--- src/rtl/hex_display_pkg.sv ---
// Shared constants and types for the binary-to-HEX display driver.
// Segment patterns are active-low, ordered a..g from MSB to LSB.
package hex_display_pkg;

    localparam logic [6:0] SEG_BLANK = 7'b1111111;
    localparam logic [6:0] SEG_DASH  = 7'b1111110;

    // Entry n is the pattern for decimal digit n.
    localparam logic [9:0][6:0] SEG_TABLE = {
        7'b0000100, 7'b0000000, 7'b0001111, 7'b0100000, 7'b0100100,
        7'b1001100, 7'b0000110, 7'b0010010, 7'b1001111, 7'b0000001
    };

    typedef enum logic [1:0] {
        IDLE,
        CONVERT,
        COMMIT
    } state_t;

    function automatic logic [63:0] pow10(input int unsigned n);
        logic [63:0] r;
        r = 64'd1;
        for (int unsigned i = 0; i < n; i++) begin
            r = r * 64'd10;
        end
        return r;
    endfunction

endpackage

--- src/rtl/bin_to_hex_display_if.sv ---
// Load/busy/done handshake, display controls and segment outputs of the HEX driver.
interface bin_to_hex_display_if #(
    parameter int unsigned DIGITS = 4,
    parameter int unsigned WIDTH  = 14
);
    logic [WIDTH-1:0]    value;
    logic                load;
    logic                blank_lz;
    logic                blink;
    logic                busy;
    logic                done;
    logic [7*DIGITS-1:0] HEX;

    modport master (
        output value, load, blank_lz, blink,
        input  busy, done, HEX
    );

    modport slave (
        input  value, load, blank_lz, blink,
        output busy, done, HEX
    );
endinterface

--- src/rtl/hex_digit_encoder.sv ---
// One seven-segment digit: blank overrides dash, dash overrides the BCD value.
module hex_digit_encoder
    import hex_display_pkg::*;
(
    input  logic [3:0] digit,
    input  logic       blank,
    input  logic       dash,
    output logic [6:0] seg
);

    always_comb begin
        seg = SEG_BLANK;
        if (blank) begin
            seg = SEG_BLANK;
        end else if (dash) begin
            seg = SEG_DASH;
        end else if (digit <= 4'd9) begin
            seg = SEG_TABLE[digit];
        end
    end

endmodule

--- src/rtl/bin_to_hex_display.sv ---
// Multi-digit HEX driver: sequential double-dabble conversion, then
// blanking/overflow/blink applied combinationally to the committed digits.
module bin_to_hex_display
    import hex_display_pkg::*;
#(
    parameter int unsigned DIGITS    = 4,
    parameter int unsigned WIDTH     = 14,
    parameter int unsigned BLINK_DIV = 25_000_000
) (
    input  logic                 CLOCK_50,
    input  logic                 reset,
    bin_to_hex_display_if.slave  bus
);

    localparam int unsigned BCD_W = 4 * DIGITS;
    localparam int unsigned CNT_W = $clog2(WIDTH + 1);
    localparam int unsigned BLK_W = (BLINK_DIV > 1) ? $clog2(BLINK_DIV) : 1;
    localparam logic [63:0] OVF_LIMIT = pow10(DIGITS);

    state_t             state_q, state_d;
    logic [WIDTH-1:0]   shift_q, shift_d;
    logic [BCD_W-1:0]   bcd_q, bcd_d;
    logic [CNT_W-1:0]   step_q, step_d;
    logic               conv_ovf_q, conv_ovf_d;
    logic [BCD_W-1:0]   digits_q, digits_d;
    logic               ovf_q, ovf_d;
    logic               valid_q, valid_d;
    logic               busy_q, busy_d;
    logic               done_q, done_d;
    logic [BCD_W-1:0]   bcd_adj;

    logic [BLK_W-1:0]   blink_cnt_q;
    logic               phase_q;

    // Next-state and datapath for the load -> convert -> commit sequence.
    always_comb begin
        state_d    = state_q;
        shift_d    = shift_q;
        bcd_d      = bcd_q;
        step_d     = step_q;
        conv_ovf_d = conv_ovf_q;
        digits_d   = digits_q;
        ovf_d      = ovf_q;
        valid_d    = valid_q;
        done_d     = 1'b0;
        bcd_adj    = bcd_q;

        for (int unsigned i = 0; i < DIGITS; i++) begin
            if (bcd_q[4*i +: 4] >= 4'd5) begin
                bcd_adj[4*i +: 4] = bcd_q[4*i +: 4] + 4'd3;
            end
        end

        case (state_q)
            IDLE: begin
                if (bus.load) begin
                    shift_d    = bus.value;
                    bcd_d      = '0;
                    step_d     = '0;
                    conv_ovf_d = (64'(bus.value) >= OVF_LIMIT);
                    state_d    = CONVERT;
                end
            end
            CONVERT: begin
                {bcd_d, shift_d} = {bcd_adj, shift_q} << 1;
                step_d = step_q + CNT_W'(1);
                if (step_q == CNT_W'(WIDTH - 1)) begin
                    state_d = COMMIT;
                end
            end
            COMMIT: begin
                digits_d = bcd_q;
                ovf_d    = conv_ovf_q;
                valid_d  = 1'b1;
                done_d   = 1'b1;
                state_d  = IDLE;
            end
            default: state_d = IDLE;
        endcase

        busy_d = (state_d != IDLE);
    end

    always_ff @(posedge CLOCK_50) begin
        if (reset) begin
            state_q    <= IDLE;
            shift_q    <= '0;
            bcd_q      <= '0;
            step_q     <= '0;
            conv_ovf_q <= 1'b0;
            digits_q   <= '0;
            ovf_q      <= 1'b0;
            valid_q    <= 1'b0;
            busy_q     <= 1'b0;
            done_q     <= 1'b0;
        end else begin
            state_q    <= state_d;
            shift_q    <= shift_d;
            bcd_q      <= bcd_d;
            step_q     <= step_d;
            conv_ovf_q <= conv_ovf_d;
            digits_q   <= digits_d;
            ovf_q      <= ovf_d;
            valid_q    <= valid_d;
            busy_q     <= busy_d;
            done_q     <= done_d;
        end
    end

    // Free-running blink timer; phase flips every BLINK_DIV cycles.
    always_ff @(posedge CLOCK_50) begin
        if (reset) begin
            blink_cnt_q <= '0;
            phase_q     <= 1'b0;
        end else if (blink_cnt_q == BLK_W'(BLINK_DIV - 1)) begin
            blink_cnt_q <= '0;
            phase_q     <= ~phase_q;
        end else begin
            blink_cnt_q <= blink_cnt_q + BLK_W'(1);
        end
    end

    logic [DIGITS-1:0] upper_zero;
    logic [DIGITS-1:0] dig_blank;
    logic              blank_all;
    logic              zero_run;

    // upper_zero[k]: digits k..DIGITS-1 are all zero.
    always_comb begin
        blank_all  = (bus.blink && phase_q) || !valid_q;
        zero_run   = 1'b1;
        upper_zero = '0;
        dig_blank  = '0;
        for (int k = int'(DIGITS) - 1; k >= 0; k--) begin
            zero_run      = zero_run && (digits_q[4*k +: 4] == 4'd0);
            upper_zero[k] = zero_run;
            dig_blank[k]  = blank_all ||
                            ((k != 0) && bus.blank_lz && zero_run && !ovf_q);
        end
    end

    for (genvar g = 0; g < int'(DIGITS); g++) begin : g_digit
        hex_digit_encoder u_enc (
            .digit (digits_q[4*g +: 4]),
            .blank (dig_blank[g]),
            .dash  (ovf_q),
            .seg   (bus.HEX[7*g +: 7])
        );
    end

    assign bus.busy = busy_q;
    assign bus.done = done_q;

endmodule
--- src/flat_wrapper.sv ---
// flat-port wrapper written by rule: the top's interface ports become plain ports
module bin_to_hex_display_flat import hex_display_pkg::*;
#(
    parameter int unsigned DIGITS    = 4,
    parameter int unsigned WIDTH     = 14,
    parameter int unsigned BLINK_DIV = 25_000_000
)
  (CLOCK_50, reset, bus_value, bus_load, bus_blank_lz, bus_blink, bus_busy, bus_done, bus_HEX);
  bin_to_hex_display_if #(.DIGITS(DIGITS), .WIDTH(WIDTH)) bus_i ();
  input  logic CLOCK_50;
  input  logic reset;
  input wire logic [$bits(bus_i.value)-1:0] bus_value;
  input wire logic [$bits(bus_i.load)-1:0] bus_load;
  input wire logic [$bits(bus_i.blank_lz)-1:0] bus_blank_lz;
  input wire logic [$bits(bus_i.blink)-1:0] bus_blink;
  output wire logic [$bits(bus_i.busy)-1:0] bus_busy;
  output wire logic [$bits(bus_i.done)-1:0] bus_done;
  output wire logic [$bits(bus_i.HEX)-1:0] bus_HEX;
  assign bus_i.value = bus_value;
  assign bus_i.load = bus_load;
  assign bus_i.blank_lz = bus_blank_lz;
  assign bus_i.blink = bus_blink;
  assign bus_busy = bus_i.busy;
  assign bus_done = bus_i.done;
  assign bus_HEX = bus_i.HEX;
  bin_to_hex_display #(.DIGITS(DIGITS), .WIDTH(WIDTH), .BLINK_DIV(BLINK_DIV)) u_core (.CLOCK_50(CLOCK_50), .reset(reset), .bus(bus_i));
endmodule
--- config.mk ---
export PLATFORM = sky130hd
export DESIGN_NAME = bin_to_hex_display_flat
export DESIGN_NICKNAME = d
export VERILOG_FILES = /design/src/rtl/hex_display_pkg.sv /design/src/rtl/bin_to_hex_display_if.sv /design/src/rtl/hex_digit_encoder.sv /design/src/rtl/bin_to_hex_display.sv /design/src/flat_wrapper.sv
export SDC_FILE = /design/constraint.sdc
export NUM_CORES = 1
export LEC_CHECK = 0
export ABC_AREA = 0
export BUFFER_PORTS_ARGS = -buffer_cell sky130_fd_sc_hd__buf_4
export CORE_UTILIZATION = 60
export DETAILED_ROUTE_END_ITERATION = 16
export HOLD_SLACK_MARGIN = 0.1
export PLACE_DENSITY = 0.83
export SYNTH_ARGS = -nofsm -noshare
export SYNTH_HDL_FRONTEND = slang
export SYNTH_SLANG_ARGS = --single-unit
--- constraint.sdc ---
create_clock -name CLOCK_50 -period 4 [get_ports CLOCK_50]
set_clock_uncertainty 0.2 [all_clocks]
set_input_delay 0.2 -clock CLOCK_50 [delete_from_list [all_inputs] [get_ports CLOCK_50]]
set_output_delay 0.2 -clock CLOCK_50 [all_outputs]
set_load 0.01 [all_outputs]
Yosys cells after proc, flatten, opt, wreduce, memory -nomap -nowiden
Memories as Yosys holds them, arrays and structs flattened. A register that Yosys moved wholly into a read port is not among the register bits.
Index checks and enable logic that the tools add are counted.
- $add $sub $neg: 6
- order comparisons: 13
- equal/unequal tests: 5
- muxes and demuxes: 38
- bitwise operators: 1
- reduce and logical (&&, ||, !) cells: 24
- operators by type and width (operator ; count):
    2-to-1 mux 7 bit ; 16
    2-to-1 mux 4 bit ; 12
    one-hot mux 16 bit (2 select lines) ; 1
    one-hot mux 14 bit (2 select lines) ; 1
    adder 25 x 1 -> 25 bit, second input constant ; 1
    equality test 25 bit, second input constant ; 1
    < comparator 4 x 5 -> 1 bit, second input constant ; 4
    greater-or-equal comparator 4 x 3 -> 1 bit, second input constant ; 4
    less-or-equal comparator 4 bit, second input constant ; 4
    2-to-1 mux 16 bit ; 1
    greater-or-equal comparator 14 bit, second input constant ; 1
    2-to-1 mux 14 bit ; 1
    adder 4 x 2 -> 4 bit, second input constant ; 3
    zero test 4 bit ; 3
    logical AND 1 bit ; 9
    one-hot mux 4 bit (2 select lines) ; 1
    adder 4 x 1 -> 4 bit, second input constant ; 1
    equality test 4 bit, second input constant ; 1
    logical OR 1 bit ; 4
    2-to-1 mux 2 bit ; 2
    one-hot mux 2 bit (2 select lines) ; 1
    AND reduction 2 bit ; 2
    nonzero test 2 bit ; 2
    adder 3 x 2 -> 3 bit, second input constant ; 1
    other kinds (9) ; 10
- register bits after elaboration: 83
- bits in read-only memories: 448
- bits of input ports: 19
- output and inout port bits: 30
- memories kept: 4
- memories (name ; depth ; width ; read ports ; clocked after memory_dff ; wr ports ; RTL line ; RTL):
    (name not given) ; 16 ; 7 ; 1 ; 1 ; 0 ; hex_digit_encoder.sv:18 ; seg = SEG_TABLE[digit];
    (name not given) ; 16 ; 7 ; 1 ; 1 ; 0 ; hex_digit_encoder.sv:18 ;
    (name not given) ; 16 ; 7 ; 1 ; 1 ; 0 ; hex_digit_encoder.sv:18 ;
    (name not given) ; 16 ; 7 ; 1 ; 1 ; 0 ; hex_digit_encoder.sv:18 ;

Longest topological paths before layout
- word-level depth: 7
- mapped depth: 10
- depth with buffers taken out: 8

By module
Synthesis repeated with hierarchy kept, for this count alone.
- cell total of the unflattened synthesis: 560
- area total of the unflattened synthesis: 4576.9 um^2
- modules (own cells, without submodules) (module ; instances ; cells each ; area each (um^2) ; seq. area each (um^2)):
    bin_to_hex_display ; 1 ; 430 ; 3643.5 ; 1661.6
    hex_digit_encoder (u_core.g_digit[0].u_enc ...) ; 2 ; 33 ; 244.0 ; 0.0
    hex_digit_encoder (u_core.g_digit[1].u_enc ...) ; 2 ; 32 ; 222.7 ; 0.0

Least setup slack after synthesis
Ideal clock, no wire load.
- path kind: reg-to-reg
- start point: register u_core.state_q[0]
- end point: register with a tool-made name
- arrival time: 1.896 ns
- slack: 1.834 ns
- stages on the path, launching flop included: 10
- path buffers: 2
- period minus slack after synthesis: 2.166 ns
- path through: dfxtp_1 -> nand2b_1 -> buf_6 -> buf_8 -> nor2_1 -> a21oi_1 -> or2_2 -> ha_1 -> or3_1 -> a21oi_1
- RTL lines (what ; RTL line ; RTL):
    start: declaration ; bin_to_hex_display.sv:20 ; state_t state_q, state_d;
    start signal: assignment ; bin_to_hex_display.sv:97 ; state_q <= state_d;

==> results.cfg <==
[outcome]
status = completed

[detailed_routing]
drtPass1Iterations = 4
detail-route-antenna-nets = 0
viasPerCell = 5.48
vias = 4082
remaining_drc_errors = 0
drt-total-wl_mm = 9.92
drtIter0Drc = 180
wl_per_cell_um = 13.3

[sta]
timing.final.crit_share_pct = 73.4
worst_pin_slew_ns = 1.19
setup_tns_ns = 0
maxSlewHeadroom_pct = 20.4
fmax_mhz = 341
hold_viol = 0
finalSetupViolCount = 0
post-route-min-period_ns = 2.94
rsz0062_at_grt = no
report.final.slew_viol_count = 0

[cells_and_area]
layout-drive-gt1-share_pct = 15.9
diodes = 0
layout_common_cells = dfxtp_1, nor2_1, a21oi_1
layout.cells.most_common = dfxtp_1
n_fill_cell = 661
layout.cells.non_filler = 745
nets = 685
stdcell_area_sq_um = 5820
area_growth_pct = 12.1

[setup_path]
cp-start-kind = flip-flop
endpoint_kind = flip-flop
worstPathRequired_ns = 4.11
critPathMaxFanout = 23
arrival_ns = 3.05
criticalPathCategory = flip-flop to flip-flop

[clock_tree]
cts_tree = built
cts.sinks = 111
numCtsBuffers = 9
clk_pin_slew_worst_paths_ns = 0.10
clock-root-buffer = clkbuf_8
clk_latency_ns = 0.38
cts.path.max_buffers = 2
cts_setup_buffers = 0
htree_levels = 3
cts_resized = 0

[yosys]
synth_seq_cells = 111
syn_inst = 589
yosysSeqAreaShare_pct = 42.8
synth_top_cell_area_share_pct = 42.8
synth_edf_count = 0
yosysUniqueCellTypes = 47
syn_nets = 639
yosysWarnings = 0
synth.largest_area_cell = dfxtp_1
synthFlopType = dfxtp_1
synth_area_sq_um = 5190
syn_area_per_cell_sq_um = 8.82
yosys-top-cells-area = dfxtp_1, ha_1, a21oi_1
async_flop_share_pct = 0

[pwr]
p_leak_nw = 2.45
p_per_area_nw_per_um2 = 319
vdd.ir_drop.worst_uv = 204

[die]
core_sq_um = 8300
die_h_um = 95.0
fp.dieW_um = 95.0
io_pins = 49
design.die.area_sq_um = 9030
placementRows = 33
start_util_pct = 62.6

[placement]
place_hpwl_mm = 6.92
dpl_cell_area_sq_um = 5510
place_congestion = 0.843
place_inst = 715
port_buffers = 48

[global_route]
grt_pass1_wl_mm = 17.0
grt_pass1_vias = 3956
grt_overflow_total = 0
grt_max_degree = 63
grt_use_total_pct = 23.7
antenna_found_initial = 0

[flow_run]
maxCapViolations = 0

[min_path]
hp-class = input port to flip-flop
==> cells by family (layout without fill, tap and decap cells) <==
kind of cell               count (synthesis)  in the layout  synth area share (%)
and+or+nand+nor                          228            228                  23.6
DFF                                      111            111                  42.8
AOI/OAI and AO/OA                        107            107                  11.9
buffers and inverters                     68            119                  6.48
adders and majority gates                 31             31                  7.47
xor gates and xnor gates                  31             31                  5.23
muxes                                     13             13                  2.51
==> cell usage after synthesis, types with 3 or more instances <==
cell type	count
a21oi_1	54
a22oi_1	13
a211oi_1	8
nor4_2	5
nand4_1	7
or2_2	20
or2_4	3
o21ai_0	14
buf_2	5
nor3_1	9
or2_1	3
nor2b_1	3
nand3b_1	3
clkbuf_1	15
xnor2_1	11
buf_6	4
nor3b_1	4
and3_1	7
mux2i_1	13
dfxtp_1	111
nor4_1	4
inv_1	38
nand2_1	39
o21ai_1	4
o31ai_1	4
xor2_1	20
nand2b_1	18
or3_1	4
a31oi_1	4
nand3_1	33
nor2_2	4
ha_1	31
buf_8	4
nor2_1	54
==> metrics by stage <==
| step | total power, mW | utilization (%) | hold slack, ns | worst slack, ns |
|---|---|---|---|---|
| floorplan | 1.22 | - | 0.136 | 1.83 |
| global placement | 1.25 | 66.4 | 0.241 | 1.20 |
| detailed placement | 1.25 | 66.4 | 0.243 | 1.11 |
| CTS | 1.86 | 70.2 | 0.108 | 1.07 |
| global route | 1.92 | 70.2 | 0.144 | 0.828 |
| finish | 1.86 | 70.2 | 0.115 | 1.06 |
==> layout make-up <==
cell class | count | area, sq um | area share (%)
Multi-Input combinational cell | 410 | 2630 | 45.2
Inverter | 39 | 146 | 2.51
Clock buffer | 10 | 128 | 2.19
Tap cell | 105 | 131 | 2.26
Sequential cell | 111 | 2220 | 38.2
Clock inverter | 6 | 46.3 | 0.795
Timing Repair Buffer | 64 | 515 | 8.85
==> critical path, stage by stage (launching register included) <==
cell and delay [ns]:
dfxtp_1 0.39, nand2b_1 0.93, mux2i_1 0.16, or2_2 0.37, ha_1 0.32, or3_1 0.35
a21oi_1 0.15
==> power by group <==
group | total [mW] | internal [mW] | leakage (nW) | switching, mW
clock | 0.619 | 0.231 | 0.0881 | 0.388
combinational | 0.106 | 0.0429 | 1.47 | 0.0626
sequential | 1.13 | 1.12 | 0.898 | 0.0113
==> final timing paths <==
| check | depth (start not counted) | from | to | slack (ns) |
|---|---|---|---|---|
| setup / recovery | 6 | u_core.state_q[0] | flip-flop | 1.06 |
| hold reg to reg | 2 | u_core.shift_q[6] | u_core.shift_q[6] | 0.26 |
| setup reg to reg | 6 | u_core.state_q[0] | flip-flop | 1.06 |
| hold / removal | 2 | reset | u_core.phase_q | 0.12 |
==> per-layer routing <==
metal | part of all wire, % | track usage, %
met4 | 1.8 | 10.1
met1 | 44 | 27.4
met2 | 51 | 42.4
met5 | 0 | 0
met3 | 3.1 | 4.31
==> timing repair <==
action	in CTS	in global routing
endpoints found under the setup margin	0	0
hold endpoints to repair	15	0
hold buffers	14	0
No activity file was read; power rests on OpenSTA's default activity.
